File: src/rtl/nios1_nios2_qsys_0_oci_pkg.sv
`default_nettype none
// ============================================================================
// nios1_nios2_qsys_0_oci_pkg -- shared widths and FSM encoding for trace packer
// Revision: 1.0
// ============================================================================
package nios1_nios2_qsys_0_oci_pkg;

    localparam int FRAG_W         = 6;
    localparam int FRAGS_PER_WORD = 5;
    localparam int WORD_W         = FRAG_W * FRAGS_PER_WORD;
    localparam int COUNT_W        = 4;

    typedef enum logic [1:0] {
        ST_RUN   = 2'd0,
        ST_FLUSH = 2'd1,
        ST_DONE  = 2'd2
    } dct_state_t;

endpackage
`default_nettype wire

File: src/rtl/nios1_nios2_qsys_0_oci_dct_outreg.sv
`default_nettype none
// ============================================================================
// nios1_nios2_qsys_0_oci_dct_outreg -- single-entry valid/ready output register
// Revision: 1.0
// ============================================================================
module nios1_nios2_qsys_0_oci_dct_outreg #(
    parameter int DATA_W  = 30,
    parameter int COUNT_W = 4
) (
    input  logic               clk,
    input  logic               reset,
    input  logic               load,
    input  logic [DATA_W-1:0]  load_data,
    input  logic [COUNT_W-1:0] load_count,
    input  logic               ready,
    output logic               valid,
    output logic [DATA_W-1:0]  data,
    output logic [COUNT_W-1:0] count,
    output logic               free
);

    // Free when empty, or when the held word leaves on this same edge.
    assign free = !valid || ready;

    always_ff @(posedge clk) begin
        if (reset) begin
            valid <= 1'b0;
            data  <= '0;
            count <= '0;
        end else if (load) begin
            valid <= 1'b1;
            data  <= load_data;
            count <= load_count;
        end else if (ready) begin
            valid <= 1'b0;
        end
    end

endmodule
`default_nettype wire

File: src/rtl/nios1_nios2_qsys_0_oci_dct_ctrl.sv
`default_nettype none
// ============================================================================
// nios1_nios2_qsys_0_oci_dct_ctrl -- packs trace fragments into words, with flush
// Revision: 1.0
// ============================================================================
module nios1_nios2_qsys_0_oci_dct_ctrl
    import nios1_nios2_qsys_0_oci_pkg::*;
#(
    parameter int FRAG_W         = nios1_nios2_qsys_0_oci_pkg::FRAG_W,
    parameter int FRAGS_PER_WORD = nios1_nios2_qsys_0_oci_pkg::FRAGS_PER_WORD
) (
    input  logic                             clk,
    input  logic                             reset,
    input  logic                             trace_en,
    input  logic                             frag_valid,
    input  logic [FRAG_W-1:0]                frag_data,
    output logic                             frag_ready,
    output logic                             word_valid,
    output logic [FRAG_W*FRAGS_PER_WORD-1:0] word_data,
    output logic [COUNT_W-1:0]               word_count,
    input  logic                             word_ready,
    input  logic                             flush_req,
    output logic                             flush_done,
    output logic [FRAG_W*FRAGS_PER_WORD-1:0] dct_buffer,
    output logic [COUNT_W-1:0]               dct_count
);

    localparam int                 WORD_BITS  = FRAG_W * FRAGS_PER_WORD;
    localparam logic [COUNT_W-1:0] FULL_COUNT = COUNT_W'(FRAGS_PER_WORD);

    dct_state_t           state;
    dct_state_t           state_next;
    logic                 out_free;
    logic                 transfer;
    logic                 accept;
    logic [WORD_BITS-1:0] buffer_next;
    logic [COUNT_W-1:0]   count_next;

    assign transfer   = ((state == ST_RUN   && dct_count == FULL_COUNT) ||
                         (state == ST_FLUSH && dct_count != '0)) && out_free;
    assign frag_ready = !reset && trace_en && (state == ST_RUN) &&
                        ((dct_count < FULL_COUNT) || transfer);
    assign accept     = frag_valid && frag_ready;
    assign flush_done = (state == ST_DONE);

    // A transfer empties the accumulator first, so a fragment taken on the
    // same edge lands in slot 0.
    always_comb begin
        buffer_next = dct_buffer;
        count_next  = dct_count;
        if (transfer) begin
            buffer_next = '0;
            count_next  = '0;
        end
        if (accept) begin
            for (int k = 0; k < FRAGS_PER_WORD; k++) begin
                if (count_next == COUNT_W'(k)) begin
                    buffer_next[k*FRAG_W +: FRAG_W] = frag_data;
                end
            end
            count_next = count_next + COUNT_W'(1);
        end
    end

    always_comb begin
        state_next = state;
        case (state)
            ST_RUN:   if (flush_req) state_next = ST_FLUSH;
            ST_FLUSH: if (dct_count == '0 && !word_valid) state_next = ST_DONE;
            ST_DONE:  state_next = ST_DONE;
            default:  state_next = ST_RUN;
        endcase
    end

    always_ff @(posedge clk) begin
        if (reset) begin
            state      <= ST_RUN;
            dct_buffer <= '0;
            dct_count  <= '0;
        end else begin
            state      <= state_next;
            dct_buffer <= buffer_next;
            dct_count  <= count_next;
        end
    end

    nios1_nios2_qsys_0_oci_dct_outreg #(
        .DATA_W  (WORD_BITS),
        .COUNT_W (COUNT_W)
    ) u_outreg (
        .clk        (clk),
        .reset      (reset),
        .load       (transfer),
        .load_data  (dct_buffer),
        .load_count (dct_count),
        .ready      (word_ready),
        .valid      (word_valid),
        .data       (word_data),
        .count      (word_count),
        .free       (out_free)
    );

endmodule
`default_nettype wire

File: config.mk
export PLATFORM = sky130hd
export DESIGN_NAME = nios1_nios2_qsys_0_oci_dct_ctrl
export DESIGN_NICKNAME = d
export VERILOG_FILES = /design/src/rtl/nios1_nios2_qsys_0_oci_pkg.sv /design/src/rtl/nios1_nios2_qsys_0_oci_dct_outreg.sv /design/src/rtl/nios1_nios2_qsys_0_oci_dct_ctrl.sv
export SDC_FILE = /design/constraint.sdc
export NUM_CORES = 1
export LEC_CHECK = 0
export CAP_MARGIN = 0
export CORE_ASPECT_RATIO = 1.5
export CORE_MARGIN = 4
export CORE_UTILIZATION = 59
export CTS_BUF_LIST = sky130_fd_sc_hd__clkbuf_8
export DETAILED_ROUTE_END_ITERATION = 6
export DONT_BUFFER_PORTS = 1
export MAX_ROUTING_LAYER = met4
export PLACE_DENSITY = 0.87
export SYNTH_ARGS = -nofsm -noshare
export SYNTH_HDL_FRONTEND = slang
export SYNTH_SLANG_ARGS = --single-unit
File: constraint.sdc
create_clock -name clk -period 1.95 [get_ports clk]
set_input_delay 0.195 -clock clk [delete_from_list [all_inputs] [get_ports clk]]
set_output_delay 0.195 -clock clk [all_outputs]
set_load 0.05 [all_outputs]
== Word-level counts from Yosys, hierarchy flattened ==
Cells that the tools add are included.
Word-level totals
  ROM bits: 0
  memories kept: 0
  input bits: 12
  bits in writable memories: 0
  bits in latches: 0
  logic and storage cells: 50
  register bits after elaboration: 71
Operators by class
  bitwise logic cells: 0
  multipliers: 0
  reductions and logical operators: 19
  magnitude comparators: 1
  shift operators: 0
  muxes and demuxes: 14
  equal/unequal tests: 9
  divide/modulo/power cells: 0
  add/subtract/negate cells: 1
Operators by type and width (number)
  30-bit two-way mux: 2
  6-bit two-way mux: 5
  4-bit by 2-bit equality test with 1-bit output (second input constant): 2
  4-bit by 3-bit equality test with 1-bit output (second input constant): 2
  1-bit logical AND: 8
  4-bit logical NOT: 2
  4-bit two-way mux: 2
  2-bit case mux with 3 select lines: 1
  4-bit by 1-bit adder with 4-bit output (second input constant): 1
  4-bit by 1-bit equality test with 1-bit output (second input constant): 1
  4-bit by 3-bit less-than comparator with 1-bit output (second input constant): 1
  2-bit two-way mux: 2
  4-bit nonzero test: 1
  1-bit logical OR: 3
  2-bit by 1-bit equality test with 1-bit output (second input constant): 1
  2-bit equality test (second input constant): 1
  1-bit logical NOT: 2
  2-bit logical NOT: 1
  1-bit two-way mux: 2
  2-bit by 1-bit inequality test with 1-bit output (second input constant): 1
  2-bit inequality test (second input constant): 1
  2-bit AND reduction: 1
  2-bit nonzero test: 1

== Logic depth before layout (Yosys ltp) ==
  word-level depth: 8
  gate-level depth with buffers: 9

== Cells and area by module ==
A second synthesis with hierarchy kept.
Unflattened totals
  cell total of the unflattened synthesis: 271
  area total of the unflattened synthesis: 2842.7 µm²
By module, submodules not included
  nios1_nios2_qsys_0_oci_dct_ctrl: area each 1570.3 µm², times used 1, cells each 157
  nios1_nios2_qsys_0_oci_dct_outreg: area each 1272.5 µm², times used 1, cells each 114

== Worst setup path after synthesis ==
No wires, ideal clock.
  kind: flip-flop to output port
  start point: register dct_count[2]
  end point: output port frag_ready
  buffers on the path: 2
  stages on the path, launching flop included: 7
  required time: 1.755 ns
  arrival: 2.224 ns
  path slack: -0.469 ns
  path through: dfxtp_1 buf_2 nor4bb_4 o211ai_2 buf_2 o22ai_1 and4b_1
On the way
  longest elaborated chain between the ends: 6
  elaborated cells between the ends (all ways): 9
  classes of those cells: order compare: 1; eq/ne: 1; reduce/logical: 7
Ends and longest elaborated chain
  from (decl): line nios1_nios2_qsys_0_oci_dct_ctrl.sv:25  | output logic [COUNT_W-1:0] dct_count
  from (signal assigned): line nios1_nios2_qsys_0_oci_dct_ctrl.sv:83  | dct_count <= count_next;
  4-bit by 3-bit equality test with 1-bit output / 4-bit nonzero test (equally long branches): line nios1_nios2_qsys_0_oci_dct_ctrl.sv:39, nios1_nios2_qsys_0_oci_dct_ctrl.sv:40
  1-bit logical AND (on tied branches): line nios1_nios2_qsys_0_oci_dct_ctrl.sv:39, nios1_nios2_qsys_0_oci_dct_ctrl.sv:40
  1-bit logical OR: line nios1_nios2_qsys_0_oci_dct_ctrl.sv:39  | assign transfer = ((state == ST_RUN && dct_count == FULL_COUNT) ||
  1-bit logical AND: line nios1_nios2_qsys_0_oci_dct_ctrl.sv:40  | (state == ST_FLUSH && dct_count != '0)) && out_free;
  1-bit logical OR *: line nios1_nios2_qsys_0_oci_dct_ctrl.sv:42  | ((dct_count < FULL_COUNT) || transfer);
  1-bit logical AND *: line nios1_nios2_qsys_0_oci_dct_ctrl.sv:41  | assign frag_ready = !reset && trace_en && (state == ST_RUN) &&
  to (decl): line nios1_nios2_qsys_0_oci_dct_ctrl.sv:17  | output logic frag_ready,
Mark *: on every way between the ends. The rest lies on a longest branch, timed or not.

== Worst setup path in the final report ==
  start point: register state[1]
  end point: output port frag_ready
On the way
  longest elaborated chain between the ends: 6
  elaborated cells between the ends (all ways): 9
  classes of those cells: eq/ne: 1; reduce/logical: 8
Ends and longest elaborated chain
  from (decl): line nios1_nios2_qsys_0_oci_dct_ctrl.sv:31  | dct_state_t state;
  from (signal assigned): line nios1_nios2_qsys_0_oci_dct_ctrl.sv:81  | state <= state_next;
  2-bit by 1-bit equality test with 1-bit output / 2-bit logical NOT (equally long branches): line nios1_nios2_qsys_0_oci_dct_ctrl.sv:40, nios1_nios2_qsys_0_oci_dct_ctrl.sv:39, nios1_nios2_qsys_0_oci_dct_ctrl.sv:41
  1-bit logical AND (on tied branches): line nios1_nios2_qsys_0_oci_dct_ctrl.sv:40, nios1_nios2_qsys_0_oci_dct_ctrl.sv:39
  1-bit logical OR: line nios1_nios2_qsys_0_oci_dct_ctrl.sv:39
  1-bit logical AND: line nios1_nios2_qsys_0_oci_dct_ctrl.sv:40
  1-bit logical OR: line nios1_nios2_qsys_0_oci_dct_ctrl.sv:42
  1-bit logical AND *: line nios1_nios2_qsys_0_oci_dct_ctrl.sv:41
Marked as above.

==> flow_summary.json <==
{
  "status": "complete, but fails checks",
  "violations": "negative setup slack",
  "hold_class": "in2reg",
  "cts_max_path_buffers": 2,
  "syn_area_um2": 3020,
  "worst_pin_slew_ns": 0.603,
  "netlist_instances": 341,
  "rsz0062_at_grt": "true",
  "synth_edf_count": 0,
  "ir_worst_vdd_mv": 0.781,
  "synth_top_family_by_area": "compound AO/OA/AOI/OAI gates",
  "required_ns": 1.75,
  "synth-xor-area-share_pct": 0.290,
  "power_density_nw_per_um2": 1000,
  "place_hpwl_mm": 5.39,
  "grt_pass1_vias": 2658,
  "fmax_mhz": 491,
  "numCtsBuffers": 9,
  "seq_area_um2": 1440,
  "netSwitchingFraction_pct": 32.4,
  "holdPathStages": 2,
  "worst_slack_ns": -0.0866,
  "cp_max_fo": 4,
  "synth_top_area_cell": "dfxtp_1",
  "synthTopCellsByArea": "dfxtp_1 (47%), a21oi_1 (6.6%), o21ai_0 (6.3%)",
  "routed_via_density": 6.34,
  "io_buffer_count": 0,
  "relSlewSlack_pct": 59.7,
  "synth_cell_types": 44,
  "cap_violations": 0,
  "worstSetupPathType": "reg2out",
  "vias": 2770,
  "wl_per_cell_um": 20.4,
  "cts.sinks": 71,
  "final_layout_size_suffix_gt1_share_pct": 21.6,
  "end_kind": "primary output",
  "holdWs_ns": 0.0240,
  "drt-total-wl_mm": 8.89,
  "die_area_um2": 6340,
  "cts_tree": "done",
  "fill_cells": 340,
  "path_cells": "inv_4 -> ha_4 -> nor4bb_4 -> o211ai_4 -> o22ai_2 -> and4b_2 -> buf_12",
  "synth-main-ff-cell": "dfxtp_1",
  "insertion_delay_ns": 0.35,
  "async_reset_ff_share_pct": 0,
  "p_comb_share_pct": 25.4,
  "ys_ff_latch": 71,
  "crit_family": "simple AND/OR/NAND/NOR gates",
  "p_switching_w": 0.00120,
  "die_w_um": 66.4,
  "path_depth": 7,
  "syn_nets": 357,
  "drt-pass1-iter-count": 5,
  "synth_seq_area_share_pct": 47.1,
  "setup_viol": 1,
  "grt_pass1_wl_mm": 13.1,
  "pwr-share-clk_pct": 31.2,
  "syn_area_per_cell_um2": 8.84,
  "synth_compound_area_share_pct": 24.2,
  "ant_nets": 0,
  "clkTransAtPathRegs_ns": 0.07,
  "diodes": 0,
  "fin_skew_ns": 0.00236,
  "p_int_w": 0.00249,
  "antenna_found_initial": 0,
  "period_share_pct": 104,
  "die_h_um": 95.6,
  "io_pins": 83,
  "yosys.area_share.adder_pct": 1.66,
  "initial_core_util_pct": 61.7,
  "min_period_ns": 2.04,
  "crit_path_start_kind": "flop",
  "drv_slew": 0,
  "critPathSlowestCell": "dfxtp_4",
  "yosysTopAreaCellShare_pct": 47.1,
  "root_buffer": "clkbuf_8",
  "grt_max_degree": 52,
  "dp_slack_ns": 0.0252,
  "place_congestion": 0.847,
  "cts-htree-levels": 3,
  "overflow": 0,
  "crit_buf_inv": 2,
  "max_stage_delay_ns": 0.35,
  "leakagePower_nw": 1.33,
  "seq_power_share_pct": 43.4,
  "final_nets": 382,
  "num_rows": 31,
  "yosysWarnings": 0,
  "synthToLayoutAreaGrowth_pct": 22.2,
  "grt_usage_pct": 27.8,
  "drc": 0,
  "yosys.area_share.simple_pct": 17.6,
  "synth.mux.area_fraction_pct": 2.66,
  "critPathArrivalTime_ns": 1.84,
  "first_iter_violations": 242,
  "coreArea_um2": 4890,
  "hold_violations": 0,
  "rr_worst_depth": 6,
  "multi_input_area_um2": 1480
}
kinds of logic after synthesis:
family | count (synthesis)
AND/OR/NAND/NOR | 96
multiplexers | 8
AO/OA/AOI/OAI | 116
adder cells (fa/ha/maj) | 4
XOR/XNOR | 1
buffers and inverters | 45
flip-flops | 71
cells in the mapped netlist, types with 2 or more instances:
cell type,n
o21ai_1,4
nor2b_1,6
a31oi_1,2
clkbuf_1,18
a2111o_1,2
nand3_1,30
buf_2,9
a21oi_1,40
mux2i_1,8
o21a_1,2
a21oi_2,2
dfxtp_1,71
o211ai_1,6
nand2b_1,11
buf_4,2
o32ai_1,6
nand2_1,11
or3_1,2
nor3_1,14
o21ai_0,38
buf_1,4
or4_1,2
a22o_1,6
nor2_1,10
or3b_1,2
or2_1,2
inv_1,11
ha_1,4
state kept, by name, indices dropped and copies added, names as in the netlist:
signal and flops:
state 2, u_outreg.count 4, dct_count 4, u_outreg.data 30, u_outreg.valid 1, dct_buffer 30
layer usage:
layer | GRT usage [%] | vias to the layer above | wire length [um]
li1 | - | 1273 | -
met1 | 27.7 | 1313 | 3120
met2 | 47.3 | 147 | 4670
met3 | 9.91 | 37 | 826
met4 | 14.1 | 0 | 278
met5 | - | - | 0
layout by cell type (no fill, tap or decap), types with 3 or more instances in the layout:
cell / instances
dfxtp_1: 66
nand2b_1: 11
buf_12: 4
dfxtp_4: 4
dlygate4sd3_1: 6
ha_1: 3
a22o_1: 6
nand2_1: 11
o211ai_1: 6
o21ai_1: 4
nor2b_1: 6
inv_1: 12
mux2i_1: 8
nor2_1: 10
clkbuf_8: 10
a21oi_1: 40
buf_4: 36
nor3_1: 13
o32ai_1: 4
o21ai_0: 38
nand3_1: 30
worst reg2reg max path: cells and delay by family, from the launching register on:
kind | cells | cell delay [ns]
compound gates | 3 | 0.89
buf+inv | 1 | 0.07
fa+ha+maj | 1 | 0.15
flops | 1 | 0.35
simple gates | 1 | 0.34
cell type report:
cell class / count / share of cell area (%)
repair buffers: 48 / 12.1
clock buffers: 10 / 3.73
clock inverters: 6 / 1.46
flip-flops and latches: 71 / 39.0
well taps: 66 / 2.24
multi-input cells: 225 / 40.3
inverters: 11 / 1.19
timing repair:
action                                  CTS  global route
buffers inserted                          4             6
hold buffers                              7             0
pin swaps                                 4             8
cloned                                    0             1
endpoints found under the hold margin    54             0
resized for setup                         3            10
endpoints found under the setup margin    5            32
final timing paths:
kind / slack, ns / from / end
min reg2reg: 0.49 / u_outreg.data[16]$_SDFFE_PP0P_ / u_outreg.data[16]$_SDFFE_PP0P_
max reg2reg: 0.02 / state[1]$_SDFFE_PP0P_ / dct_buffer[15]$_SDFF_PP0_
min: 0.02 / frag_data[2] / dct_buffer[26]$_SDFF_PP0_
max: -0.09 / state[1]$_SDFFE_PP0P_ / frag_ready
power groups by stage:
stage	combinational, W	sequential (W)	clock, W
global route	0.000988	0.00161	0.00121
CTS	0.000792	0.00159	0.00115
finish	0.000939	0.00160	0.00115
floorplan	0.000528	0.00163	0
detailed placement	0.000715	0.00162	0
global placement	0.000685	0.00162	0
stage by stage:
| stage | util [%] | cells | setup TNS [ns] | cell area, um2 | power (W) |
|---|---|---|---|---|---|
| final | 75.4 | 437 | -0.0866 | 3690 | 0.00369 |
| after global placement | 66.6 | 404 | 0 | 3250 | 0.00230 |
| after floorplan | - | 341 | 0 | 3060 | 0.00216 |
| after CTS | 73.0 | 431 | -0.103 | 3570 | 0.00353 |
| after detailed placement | 66.6 | 404 | 0 | 3250 | 0.00234 |
| after global routing | 75.4 | 437 | -0.220 | 3690 | 0.00380 |
(Power assumes the default switching activity.)
